===== src/rtl/multi_alarm_clock.sv =====
// rtl/multi_alarm_clock.sv - 24-hour BCD clock with NUM_ALARMS alarm slots, snooze and auto-silence
module multi_alarm_clock #(
  parameter int CLOCK_FREQ   = 10,
  parameter int TICK_FREQ    = 1,
  parameter int NUM_ALARMS   = 4,
  parameter int SNOOZE_MIN   = 5,
  parameter int AUTO_OFF_SEC = 60,
  localparam int AW = (NUM_ALARMS > 1) ? $clog2(NUM_ALARMS) : 1
) (
  input  logic                  clock,
  input  logic                  reset,
  input  logic [1:0]            h_in1,
  input  logic [3:0]            h_in0,
  input  logic [2:0]            m_in1,
  input  logic [3:0]            m_in0,
  input  logic                  ld_time,
  input  logic                  ld_alarm,
  input  logic [AW-1:0]         alarm_sel,
  input  logic [NUM_ALARMS-1:0] alarm_en,
  input  logic                  stop_alarm,
  input  logic                  snooze,
  output logic [1:0]            h_out1,
  output logic [3:0]            h_out0,
  output logic [2:0]            m_out1,
  output logic [3:0]            m_out0,
  output logic [2:0]            s_out1,
  output logic [3:0]            s_out0,
  output logic                  tick,
  output logic                  alarm,
  output logic [AW-1:0]         alarm_id,
  output logic                  load_err
);
  localparam int DIV       = CLOCK_FREQ / TICK_FREQ;
  localparam int DW        = $clog2(DIV);
  localparam int SNZ_TICKS = SNOOZE_MIN * 60;
  localparam int SW        = $clog2(SNZ_TICKS + 1);
  localparam int RW        = $clog2(AUTO_OFF_SEC + 1);
  localparam logic [AW:0] NUM_SLOTS = (AW+1)'(NUM_ALARMS);

  typedef enum logic [1:0] {IDLE, RINGING, SNOOZED} state_t;
  typedef struct packed {
    logic [1:0] h1;
    logic [3:0] h0;
    logic [2:0] m1;
    logic [3:0] m0;
  } hhmm_t;

  state_t        state_q, state_d;
  logic [DW-1:0] div_cnt_q, div_cnt_d;
  hhmm_t         hm_q, hm_d;
  logic [2:0]    s1_q, s1_d;
  logic [3:0]    s0_q, s0_d;
  hhmm_t         slot_q [NUM_ALARMS];
  hhmm_t         slot_d [NUM_ALARMS];
  logic          upd_q, upd_d;
  logic [RW-1:0] ring_cnt_q, ring_cnt_d;
  logic [SW-1:0] snz_cnt_q, snz_cnt_d;
  logic          alarm_q, alarm_d;
  logic [AW-1:0] alarm_id_q, alarm_id_d;
  logic          load_err_q, load_err_d;

  hhmm_t         hm_in;
  logic          in_ok, sel_ok, ld_time_ok, ld_alarm_ok, div_last, tick_w, match;
  logic [AW-1:0] win;

  assign hm_in       = {h_in1, h_in0, m_in1, m_in0};
  assign in_ok       = (h_in1 < 2'd2 || (h_in1 == 2'd2 && h_in0 <= 4'd3)) &&
                       h_in0 <= 4'd9 && m_in1 <= 3'd5 && m_in0 <= 4'd9;
  assign sel_ok      = {1'b0, alarm_sel} < NUM_SLOTS;
  assign ld_time_ok  = ld_time && in_ok;
  assign ld_alarm_ok = ld_alarm && in_ok && sel_ok;
  assign div_last    = div_cnt_q == DW'(DIV - 1);
  // An accepted time load restarts the divider, so it swallows a coincident tick.
  assign tick_w      = div_last && !ld_time_ok;

  always_comb begin
    match = 1'b0;
    win   = '0;
    for (int i = NUM_ALARMS - 1; i >= 0; i--) begin
      if (alarm_en[i] && slot_q[i] == hm_q) begin
        match = 1'b1;
        win   = AW'(i);
      end
    end
    match = match && upd_q && s1_q == 3'd0 && s0_q == 4'd0;
  end

  always_comb begin
    div_cnt_d = div_last ? '0 : div_cnt_q + 1'b1;
    hm_d      = hm_q;
    s1_d      = s1_q;
    s0_d      = s0_q;
    upd_d     = tick_w;
    if (ld_time_ok) begin
      div_cnt_d = '0;
      hm_d      = hm_in;
      s1_d      = '0;
      s0_d      = '0;
    end else if (tick_w) begin
      if (s0_q != 4'd9) s0_d = s0_q + 4'd1;
      else begin
        s0_d = '0;
        if (s1_q != 3'd5) s1_d = s1_q + 3'd1;
        else begin
          s1_d = '0;
          if (hm_q.m0 != 4'd9) hm_d.m0 = hm_q.m0 + 4'd1;
          else begin
            hm_d.m0 = '0;
            if (hm_q.m1 != 3'd5) hm_d.m1 = hm_q.m1 + 3'd1;
            else begin
              hm_d.m1 = '0;
              if (hm_q.h1 == 2'd2 && hm_q.h0 == 4'd3) begin
                hm_d.h1 = '0;
                hm_d.h0 = '0;
              end else if (hm_q.h0 == 4'd9) begin
                hm_d.h0 = '0;
                hm_d.h1 = hm_q.h1 + 2'd1;
              end else hm_d.h0 = hm_q.h0 + 4'd1;
            end
          end
        end
      end
    end
  end

  always_comb begin
    for (int i = 0; i < NUM_ALARMS; i++) begin
      slot_d[i] = (ld_alarm_ok && alarm_sel == AW'(i)) ? hm_in : slot_q[i];
    end
    load_err_d = (ld_time && !in_ok) || (ld_alarm && !(in_ok && sel_ok));
  end

  always_comb begin
    state_d    = state_q;
    ring_cnt_d = ring_cnt_q;
    snz_cnt_d  = snz_cnt_q;
    alarm_id_d = alarm_id_q;
    case (state_q)
      IDLE: begin
        if (match) begin
          state_d    = RINGING;
          alarm_id_d = win;
          ring_cnt_d = '0;
        end
      end
      RINGING: begin
        if (stop_alarm) state_d = IDLE;
        else if (snooze) begin
          state_d   = SNOOZED;
          snz_cnt_d = SW'(SNZ_TICKS);
        end else if (tick_w) begin
          if (ring_cnt_q == RW'(AUTO_OFF_SEC - 1)) state_d = IDLE;
          else ring_cnt_d = ring_cnt_q + 1'b1;
        end
      end
      SNOOZED: begin
        if (stop_alarm) state_d = IDLE;
        else if (match) begin
          state_d    = RINGING;
          alarm_id_d = win;
          ring_cnt_d = '0;
        end else if (tick_w) begin
          if (snz_cnt_q == SW'(1)) begin
            state_d    = RINGING;
            ring_cnt_d = '0;
          end else snz_cnt_d = snz_cnt_q - 1'b1;
        end
      end
      default: state_d = IDLE;
    endcase
    alarm_d = (state_d == RINGING);
  end

  always_ff @(posedge clock or negedge reset) begin
    if (!reset) begin
      state_q    <= IDLE;
      div_cnt_q  <= '0;
      hm_q       <= '0;
      s1_q       <= '0;
      s0_q       <= '0;
      for (int i = 0; i < NUM_ALARMS; i++) slot_q[i] <= '0;
      upd_q      <= 1'b0;
      ring_cnt_q <= '0;
      snz_cnt_q  <= '0;
      alarm_q    <= 1'b0;
      alarm_id_q <= '0;
      load_err_q <= 1'b0;
    end else begin
      state_q    <= state_d;
      div_cnt_q  <= div_cnt_d;
      hm_q       <= hm_d;
      s1_q       <= s1_d;
      s0_q       <= s0_d;
      for (int i = 0; i < NUM_ALARMS; i++) slot_q[i] <= slot_d[i];
      upd_q      <= upd_d;
      ring_cnt_q <= ring_cnt_d;
      snz_cnt_q  <= snz_cnt_d;
      alarm_q    <= alarm_d;
      alarm_id_q <= alarm_id_d;
      load_err_q <= load_err_d;
    end
  end

  assign h_out1   = hm_q.h1;
  assign h_out0   = hm_q.h0;
  assign m_out1   = hm_q.m1;
  assign m_out0   = hm_q.m0;
  assign s_out1   = s1_q;
  assign s_out0   = s0_q;
  assign tick     = tick_w;
  assign alarm    = alarm_q;
  assign alarm_id = alarm_id_q;
  assign load_err = load_err_q;
endmodule


===== config.mk =====
export PLATFORM = sky130hd
export DESIGN_NAME = multi_alarm_clock
export DESIGN_NICKNAME = d
export VERILOG_FILES = /design/src/rtl/multi_alarm_clock.sv
export SDC_FILE = /design/constraint.sdc
export NUM_CORES = 1
export LEC_CHECK = 0
export CAP_MARGIN = 10
export CELL_PAD_IN_SITES_DETAIL_PLACEMENT = 1
export CELL_PAD_IN_SITES_GLOBAL_PLACEMENT = 1
export CORE_MARGIN = 10
export CORE_UTILIZATION = 46
export DETAILED_ROUTE_END_ITERATION = 7
export GPL_TIMING_DRIVEN = 0
export PLACE_DENSITY_LB_ADDON = 0.1
export SLEW_MARGIN = 5
export SYNTH_ARGS = -nofsm -noshare
export SYNTH_HDL_FRONTEND = slang
export SYNTH_SLANG_ARGS = --single-unit
export TNS_END_PERCENT = 5

===== constraint.sdc =====
create_clock -name clock -period 3 [get_ports clock]
set_clock_uncertainty 0.2 [all_clocks]
set_input_delay 0.6 -clock clock [delete_from_list [all_inputs] [get_ports clock]]
set_output_delay 0.6 -clock clock [all_outputs]
set_load 0.005 [all_outputs]

==> flow_metrics.tcl, run 1 <==
set metrics [dict create \
    status "finished clean" \
    first_pass_iters 4 \
    synth_area_per_cell_um2 10.9 \
    vdd_drop_max_uv 458 \
    setup_ws_ns 0.0659 \
    finalHoldViolCount 0 \
    grt_overflow 0 \
    ys_top_cells_by_area "dfrtp_1, mux2_2, xnor2_1" \
    cts_made_buffers 9 \
    totalWireLength_um 14800 \
    timing.max_cap.violations 0 \
    detail-route-antenna-nets 0 \
    htreeDepth 3 \
    routed-via-count 4109 \
    cp.arrival_ns 2.13 \
    dr.first_iter.drc_count 195 \
    area_growth_pct 20.3 \
    cts_buffer_depth 2 \
    yosysUniqueCellTypes 67 \
    startpoint_type "input port" \
    grt_pass1_vias 4474 \
    die_area_mm2 0.0166 \
    syn_inst 501 \
    yosys_warnings 0 \
    post-route-cell-area_mm2 0.00656 \
    fp.dieW_um 129 \
    cts_root_buffer "clkbuf_16" \
    final_cell_mix "dfrtp_1, xnor2_1, mux2_2" \
    endpoint_kind "output pin" \
    hold_class "in2async" \
    antenna_cells 0 \
    port-buffer-count 48 \
    critPathKind "in2out" \
    fin_nets 597 \
    grt_antenna_before_repair 0 \
    relSlewSlack 0.416 \
    tritoncts "yes" \
    grt_first_pass_wirelength_um 24100 \
    fin_util 0.569 \
    cp_max_fo 7 \
    clk_latency_ns 0.35 \
    synth_top_area_frac 0.450 \
    setup_viol 0 \
    cp.required_ns 2.20 \
    finalCritPeriodShare 0.978 \
    grtUsageTotal 0.184 \
    io_pins 50 \
    path_clk_slew_ns 0.07 \
    max_freq_mhz 341 \
    via_per_inst 5.79 \
    synth-main-ff-cell "dfrtp_1" \
    yosysSeqAreaShare 0.450 \
    p_leak_uw 0.00281 \
    place_congestion 0.823 \
    rsz0062_at_grt "false" \
    dp_hpwl_um 10900 \
    drive_gt1_frac 0.196 \
    slew_viol_final 0 \
    critical_path.cell_chain "dlygate4sd2_1 > o21a_1 > o32ai_4 > a21oi_4 > clkdlybuf4s50_1" \
    rows 39 \
    hold_ws_ns 0.0860 \
    ctsHoldBuffers 0 \
    async_reset_ff_frac 1.00 \
    worst_pin_slew_ns 0.866 \
    coreArea_mm2 0.0115 \
    place_area_mm2 0.00613 \
    start_util 0.473 \
    worst_path_largest_cell_delay_ns 0.53 \
    synth-edff-count 0 \
    cts.sinks 98 \
    layout_commonest_cell "dfrtp_1" \
    die_y_um 129 \
    final.min_clock_period_ns 2.93 \
    wire_per_inst_um 20.9 \
    crit_slowest_cell "clkdlybuf4s50_1" \
    pwr_density_cell_mw_per_mm2 750 \
    yosys.area.top_type "dfrtp_1" \
    syn_nets 536 \
    synth_seq_cells 98 \
    drc 0 \
    post-place-ws_ns -0.830 \
    syn_area_mm2 0.00545 \
    grt_max_degree 51 \
]
[worst max-delay path, delay by kind of cell]
kind                   cells  cell delay, ns
AO/OA/AOI/OAI              3            0.59
buffers and inverters      2            0.95
[area by class of cell]
| type | count | area [µm²] |
|---|---|---|
| tap | 143 | 179 |
| inverter | 16 | 60.1 |
| timing repair buffer | 50 | 500 |
| sequential | 98 | 2450 |
| clock inverter | 4 | 120 |
| buffer | 27 | 170 |
| fill | 1228 | 4960 |
| clock buffer | 12 | 267 |
| multi-input combinational | 360 | 2810 |
[registers in the layout, indices dropped and copies added (netlist names)]
name and count:
div_cnt_q 4, slot_q 52, m_out1 3, upd_q 1, ring_cnt_q 6, snz_cnt_q 9, h_out1 2, h_out0 4
m_out0 4, s_out1 3, alarm_id 2, s_out0 4, alarm 1, load_err 1, state_q 2
[logic make-up (layout without fill, tap and decap cells)]
logic type | Yosys count | count (layout) | share of synthesized area
and+or+nand+nor | 154 | 154 | 0.167
DFF | 98 | 98 | 0.450
AOI/OAI and AO/OA | 76 | 76 | 0.0989
muxes | 62 | 62 | 0.126
xor gates and xnor gates | 58 | 58 | 0.0932
buffers and inverters | 43 | 109 | 0.0416
adders and majority gates | 10 | 10 | 0.0230
[timing repair]
item / in CTS / in global routing
resized for setup: 19 / 0
setup buffers: 1 / 0
endpoints found under the setup margin: 76 / 0
[synth_stat cells, types with 2 or more instances]
cell type and count:
a211oi_1 3, a21o_1 4, a21oi_1 18, a22oi_1 3, a31oi_1 2, and2_1 4, and3_1 4, and3b_1 3
buf_2 10, buf_4 8, buf_6 3, clkbuf_1 5, dfrtp_1 98, ha_1 10, inv_1 16, mux2_1 2
mux2_2 52, mux2i_1 8, nand2_1 32, nand2b_1 9, nand3_1 14, nand3b_1 3, nand4_1 15, nor2_1 33
nor2b_1 3, nor3_1 6, nor3b_1 7, nor4_1 4, nor4_4 4, o21a_1 2, o21ai_0 16, o22a_1 2
o22ai_1 3, o2bb2ai_1 4, o31ai_1 3, xnor2_1 56, xor2_1 2
[path summary, 6_finish.rpt]
kind                              startpoint            to  slack, ns  depth (start not counted)
worst max-delay path                h_in0[2]          tick       0.07                          5
worst min-delay path                   reset     m_out0[3]       0.09                          1
worst max register to register     s_out0[1]     h_out1[1]       0.28                         10
worst min register to register  div_cnt_q[0]  div_cnt_q[0]       0.31                          1
max in group asynchronous              reset  snz_cnt_q[5]       1.83                          2
min in group clock              div_cnt_q[0]  div_cnt_q[0]       0.31                          1
[stage by stage]
step	setup TNS [ns]	power [µW]	cells
2_1_floorplan	0	2890	501
6_report	0	4920	710
5_1_grt	0	5190	710
4_1_cts	0	4960	710
3_5_place_dp	-51.19	3460	693
3_3_place_gp	-310.36	3370	692
[routing by layer]
metal / up-vias / global-route usage / routed length (µm)
met5: - / 0 / 0
met4: 0 / 0.0749 / 357
met3: 29 / 0.0324 / 528
met2: 83 / 0.307 / 7140
met1: 2103 / 0.231 / 6780
li1: 1894 / - / -
[report_power, final]
| part | internal, µW | total [µW] | switching [µW] |
|---|---|---|---|
| sequential | 1620 | 1840 | 222 |
| clock | 969 | 1490 | 519 |
| combinational | 808 | 1590 | 781 |
No activity file was read; power rests on OpenSTA's default activity.
==> run 2, diff against run 1 <==
- clock period: 3 -> 2.8 ns (I/O delays scaled with it)
==> run 2 against run 1 <==
Compared with the run above:
- power up 7.4%
- die area is the same
- hold slack worse by 0.034 ns
- register-to-register slack got worse by 0.13 ns
- cell area is 0.84% higher
- sequential power up 7%
- sequential cell count did not move
- cell count up 0.70%
- non-clock buffer count grew 5
- critical path type unchanged
- critical endpoint unchanged
- largest power group unchanged
- highest routed layer unchanged
==> flow_metrics.tcl, run 2 (synthesis gave the netlist of run 1 again) <==
set metrics [dict create \
    path_clk_slew_ns 0.07 \
    rr_worst_depth 11 \
    antenna_cells 0 \
    cts_made_buffers 9 \
    htreeDepth 3 \
    finalHoldViolCount 0 \
    p_seq_frac 0.373 \
    grt_pass1_vias 4471 \
    die_area_mm2 0.0166 \
    tns_ns 0 \
    dr.first_iter.drc_count 199 \
    rows 39 \
    status "finished clean" \
    fin_nets 602 \
    layout_commonest_cell "dfrtp_1" \
    drc 0 \
    drive_gt1_frac 0.212 \
    tritoncts "yes" \
    grt_first_pass_wirelength_um 24200 \
    endpoint_kind "output pin" \
    crit_family "buffers and inverters" \
    startpoint "h_in0[2]" \
    finalCritPeriodShare 0.996 \
    startpoint_type "input port" \
    cts_buffer_depth 2 \
    final_cell_mix "dfrtp_1, xnor2_1, mux2_2" \
    worst_pin_slew_ns 0.868 \
    grt_max_degree 51 \
    cp_max_fo 7 \
    area_growth_pct 21.3 \
    instances_no_fill 715 \
    io_pins 50 \
    timing.max_cap.violations 0 \
    max_freq_mhz 359 \
    crit_slowest_cell "clkdlybuf4s50_1" \
    place_congestion 0.823 \
    grtUsageTotal 0.185 \
    p_clk_frac 0.301 \
    crit_end "tick" \
    switchingPower_uw 1630 \
    critPathKind "in2out" \
    ctsHoldBuffers 0 \
    r2r_setup_slack_ns 0.15 \
    p_leak_uw 0.00284 \
    totalWireLength_um 14900 \
    coreArea_mm2 0.0115 \
    via_per_inst 5.75 \
    dp.cells 693 \
    die_y_um 129 \
    pwr_density_cell_mw_per_mm2 799 \
    worst_path_largest_cell_delay_ns 0.53 \
    path_buf_inv 3 \
    cts.sinks 98 \
    netSwitchingFraction 0.309 \
    vdd_drop_max_uv 488 \
    first_pass_iters 4 \
    crit_cells 6 \
    grt_overflow 0 \
    largest-register "slot_q" \
    dp_hpwl_um 10900 \
    largest_reg_flops 52 \
    routed-via-count 4109 \
    final.min_clock_period_ns 2.79 \
    detail-route-antenna-nets 0 \
    cp.required_ns 2.04 \
    rsz0062_at_grt "true" \
    setup_viol 0 \
    port-buffer-count 48 \
    cts_root_buffer "clkbuf_16" \
    grt_antenna_before_repair 0 \
    critical_path.cell_chain "clkdlybuf4s15_2 > o21a_1 > o32ai_4 > buf_4 > a21oi_4 > clkdlybuf4s50_1" \
    largestRegisters "slot_q (52), snz_cnt_q (9), ring_cnt_q (6)" \
    relSlewSlack 0.415 \
    cp.arrival_ns 2.03 \
    slew_viol_final 0 \
    fp.dieW_um 129 \
    hold_class "in2async" \
    rr_startpoint "s_out0[1]" \
    p_int_uw 3650 \
    start_util 0.473 \
    wire_per_inst_um 20.8 \
    r2r_end "h_out0[3]" \
    clk_latency_ns 0.35 \
    comb_power_share 0.326 \
]
-- run 2: cell count changes in the layout (fill, tap and decap cells not counted), sizes merged --
| cell | before | now |
|---|---|---|
| clkdlybuf4s15 | 0 | 3 |
| buf | 25 | 29 |
| clkbuf | 17 | 19 |
| dlygate4sd2 | 10 | 6 |
-- run 2: power groups by stage --
| stage | Clock, µW | Combinational (µW) | Sequential (µW) |
|---|---|---|---|
| final | 1590 | 1720 | 1970 |
| after global routing | 1660 | 1900 | 2020 |
| after CTS | 1620 | 1740 | 1970 |
| after detailed placement | 0 | 1700 | 2000 |
| after global placement | 0 | 1650 | 1970 |
| after floorplan | 0 | 1150 | 1940 |
-- run 2: final cells by class --
class                   count  area [µm²]
clock inverters             4         120
clock buffers              12         267
flip-flops and latches     98        2450
plain buffers              27         171
multi-input cells         360        2810
inverters                  16        60.1
fillers                  1228        4910
well taps                 143         179
repair buffers             55         554
-- run 2: worst min-delay path by stage --
stage	from	endpoint	slack, ns	depth (start not counted)
2_1_floorplan	reset	alarm	0.06	0
3_3_place_gp	div_cnt_q[0]	div_cnt_q[0]	0.28	1
3_5_place_dp	slot_q[43]	slot_q[43]	0.31	1
4_1_cts	reset	m_out0[3]	0.07	1
5_1_grt	reset	m_out0[3]	0.1	1
6_report	reset	m_out0[3]	0.05	1
-- run 2: metal layers --
layer	track usage	wire (µm)
met4	0.0669	300
met5	0	0
met3	0.0312	574
met1	0.232	6630
met2	0.315	7380
-- run 2: per-stage QoR --
stage / total power, µW / area (µm²) / utilization / hold WS [ns] / worst slack (ns)
after floorplan: 3090 / 5450 / - / 0.0644 / 0.396
after global placement: 3610 / 6110 / 0.531 / 0.279 / -2.86
after detailed placement: 3700 / 6130 / 0.533 / 0.307 / -0.990
after CTS: 5330 / 6590 / 0.572 / 0.0691 / 0.0100
after global routing: 5570 / 6610 / 0.574 / 0.0977 / -0.00953
final: 5280 / 6610 / 0.574 / 0.0523 / 0.0111
-- run 2: repair_timing --
action                                 CTS  global route
endpoints found under the hold margin    0             0
resized for setup                       26             2
buffers inserted                         4             2
setup endpoints to repair               90             4
pin swaps                                2             1
-- run 2: worst register-to-register path, stage by stage, from the launching register on --
cell      delay (ns)
dfrtp_1         0.44
inv_1           0.10
ha_1            0.15
and3b_1         0.17
buf_6           0.13
nand4_4         0.13
or4_4           0.50
buf_6           0.15
o21ai_4         0.17
buf_12          0.14
a21boi_2        0.15
o22ai_1         0.09
==> run 3, diff against run 2 <==
- CELL_PAD_IN_SITES_DETAIL_PLACEMENT: 1 -> unset
- CELL_PAD_IN_SITES_GLOBAL_PLACEMENT: 1 -> unset
- CORE_UTILIZATION: 46 -> 58
- PLACE_DENSITY: unset -> 0.8
- PLACE_DENSITY_LB_ADDON: 0.1 -> unset
==> run 3 against run 2 <==
Compared with the run above:
- combinational power about the same
- clock power shrank 45%
- via count fell by 0.85%
- global-route usage grew 1.9 points
- utilization increased by 12 points
- count of clock-buffer cells in the layout shrank 2
- sequential cell count unchanged
- sequential share of layout area grew 1.4 points
- largest power group unchanged
==> flow_metrics.tcl, run 3 (synthesis gave the netlist of run 1 again) <==
set metrics [dict create \
    status "finished clean" \
    timing.max_cap.violations 0 \
    critPathKind "in2out" \
    dp_hpwl_um 9680 \
    finalHoldViolCount 0 \
    min_delay_worst_endpoint "slot_q[43]" \
    startpoint_type "input port" \
    cts_buffer_depth 2 \
    holdCritStartpoint "slot_q[43]" \
    dr.first_iter.drc_count 363 \
    rsz0062_at_grt "false" \
    r2r_end "h_out0[3]" \
    grt_overflow 0 \
    final_cell_mix "dfrtp_1, xnor2_1, mux2_2" \
    finalCritPeriodShare 0.947 \
    worstHoldPathCells 1 \
    area_growth_pct 17.0 \
    io_pins 50 \
    tns_ns 0 \
    drive_gt1_frac 0.200 \
    htreeDepth 3 \
    p_leak_uw 0.00276 \
    die_area_mm2 0.0137 \
    vdd_drop_max_uv 480 \
    wire_per_inst_um 19.4 \
    endpoint_kind "output pin" \
    place_area_mm2 0.00609 \
    place_congestion 0.845 \
    drc 0 \
    cp_max_fo 7 \
    antenna_cells 0 \
    n_fill_cell 691 \
    slew_viol_final 0 \
    grt_first_pass_wirelength_um 21700 \
    rows 35 \
    coreArea_mm2 0.00920 \
    rr_worst_depth 10 \
    largest_reg_flops 52 \
    hold_class "reg2reg" \
    cts_made_buffers 9 \
    tritoncts "yes" \
    cp.arrival_ns 1.89 \
    totalWireLength_um 13200 \
    post-route-cell-area_mm2 0.00638 \
    via_per_inst 5.98 \
    rr_startpoint "s_out0[1]" \
    grt_antenna_before_repair 0 \
    pwr_density_cell_mw_per_mm2 713 \
    grt_max_degree 61 \
    die_y_um 117 \
    relSlewSlack 0.542 \
    cp.required_ns 2.04 \
    worst_pin_slew_ns 0.685 \
    start_util 0.593 \
    grtUsageTotal 0.204 \
    clk_latency_ns 0.37 \
    r2r_setup_slack_ns 0.17 \
    port-buffer-count 48 \
    first_pass_iters 5 \
    grt_pass1_vias 4289 \
    cts_root_buffer "clkbuf_8" \
    routed-via-count 4074 \
    largest-register "slot_q" \
    max_freq_mhz 377 \
    largestRegisters "slot_q (52), snz_cnt_q (9), ring_cnt_q (6)" \
    layout_commonest_cell "dfrtp_1" \
    fin_nets 600 \
    cts.sinks 98 \
    detail-route-antenna-nets 0 \
    setup_viol 0 \
    fp.dieW_um 117 \
    path_clk_slew_ns 0.09 \
    final.min_clock_period_ns 2.65 \
]
## run 3: area by class of cell
cell class	count	area, µm²	share of cell area
clock buffers	10	138	0.0216
plain buffers	27	180	0.0283
repair buffers	53	528	0.0828
inverters	16	60.1	0.00942
flip-flops and latches	98	2450	0.385
clock inverters	6	41.3	0.00647
multi-input cells	360	2840	0.445
well taps	111	139	0.0218
## run 3: worst max-delay path, cell delays in order
cell	delay, ns
dlygate4sd2_1	0.39
o21a_1	0.22
o32ai_4	0.12
buf_4	0.17
a21oi_4	0.17
dlygate4sd2_1	0.27
## run 3: power breakdown
group | total [µW] | internal [µW] | switching, µW
logic | 1710 | 870 | 843
registers | 1970 | 1730 | 235
clock network | 868 | 350 | 518
total | 4550 | 2950 | 1600
## run 3: what timing repair did
item,4_1_cts,5_1_grt
setup buffers,2,1
hold buffers,1,0
pin swaps,2,2
hold endpoints to repair,38,0
endpoints found under the setup margin,85,45
resized for setup,22,7
## run 3: how the worst max path moves through the flow
stage	start	end	slack, ns	depth (start not counted)
finish	h_in0[3]	tick	0.15	6
global placement	reset	h_out0[1]	-2.68	1
global route	h_out0[2]	ring_cnt_q[3]	0.004	7
floorplan	h_in1[0]	slot_q[26]	0.40	6
detailed placement	h_in1[0]	h_out1[1]	-0.86	7
CTS	h_in1[0]	slot_q[26]	0.006	7
## run 3: through the flow
stage               worst slack [ns]  total power, µW  utilization  hold WS (ns)  std cells
floorplan                      0.396             3090            -        0.0644        501
global placement               -2.68             3580        0.660         0.281        660
detailed placement            -0.857             3680        0.663         0.296        661
CTS                          0.00594             4560        0.689         0.319        680
global route                 0.00378             4800        0.693         0.332        681
finish                         0.149             4550        0.693         0.316        681
## run 3: routing by layer
metal	GRT usage	share of wire
met5	0	0
met3	0.0347	0.049
met4	0.0675	0.014
met2	0.345	0.50
met1	0.259	0.43
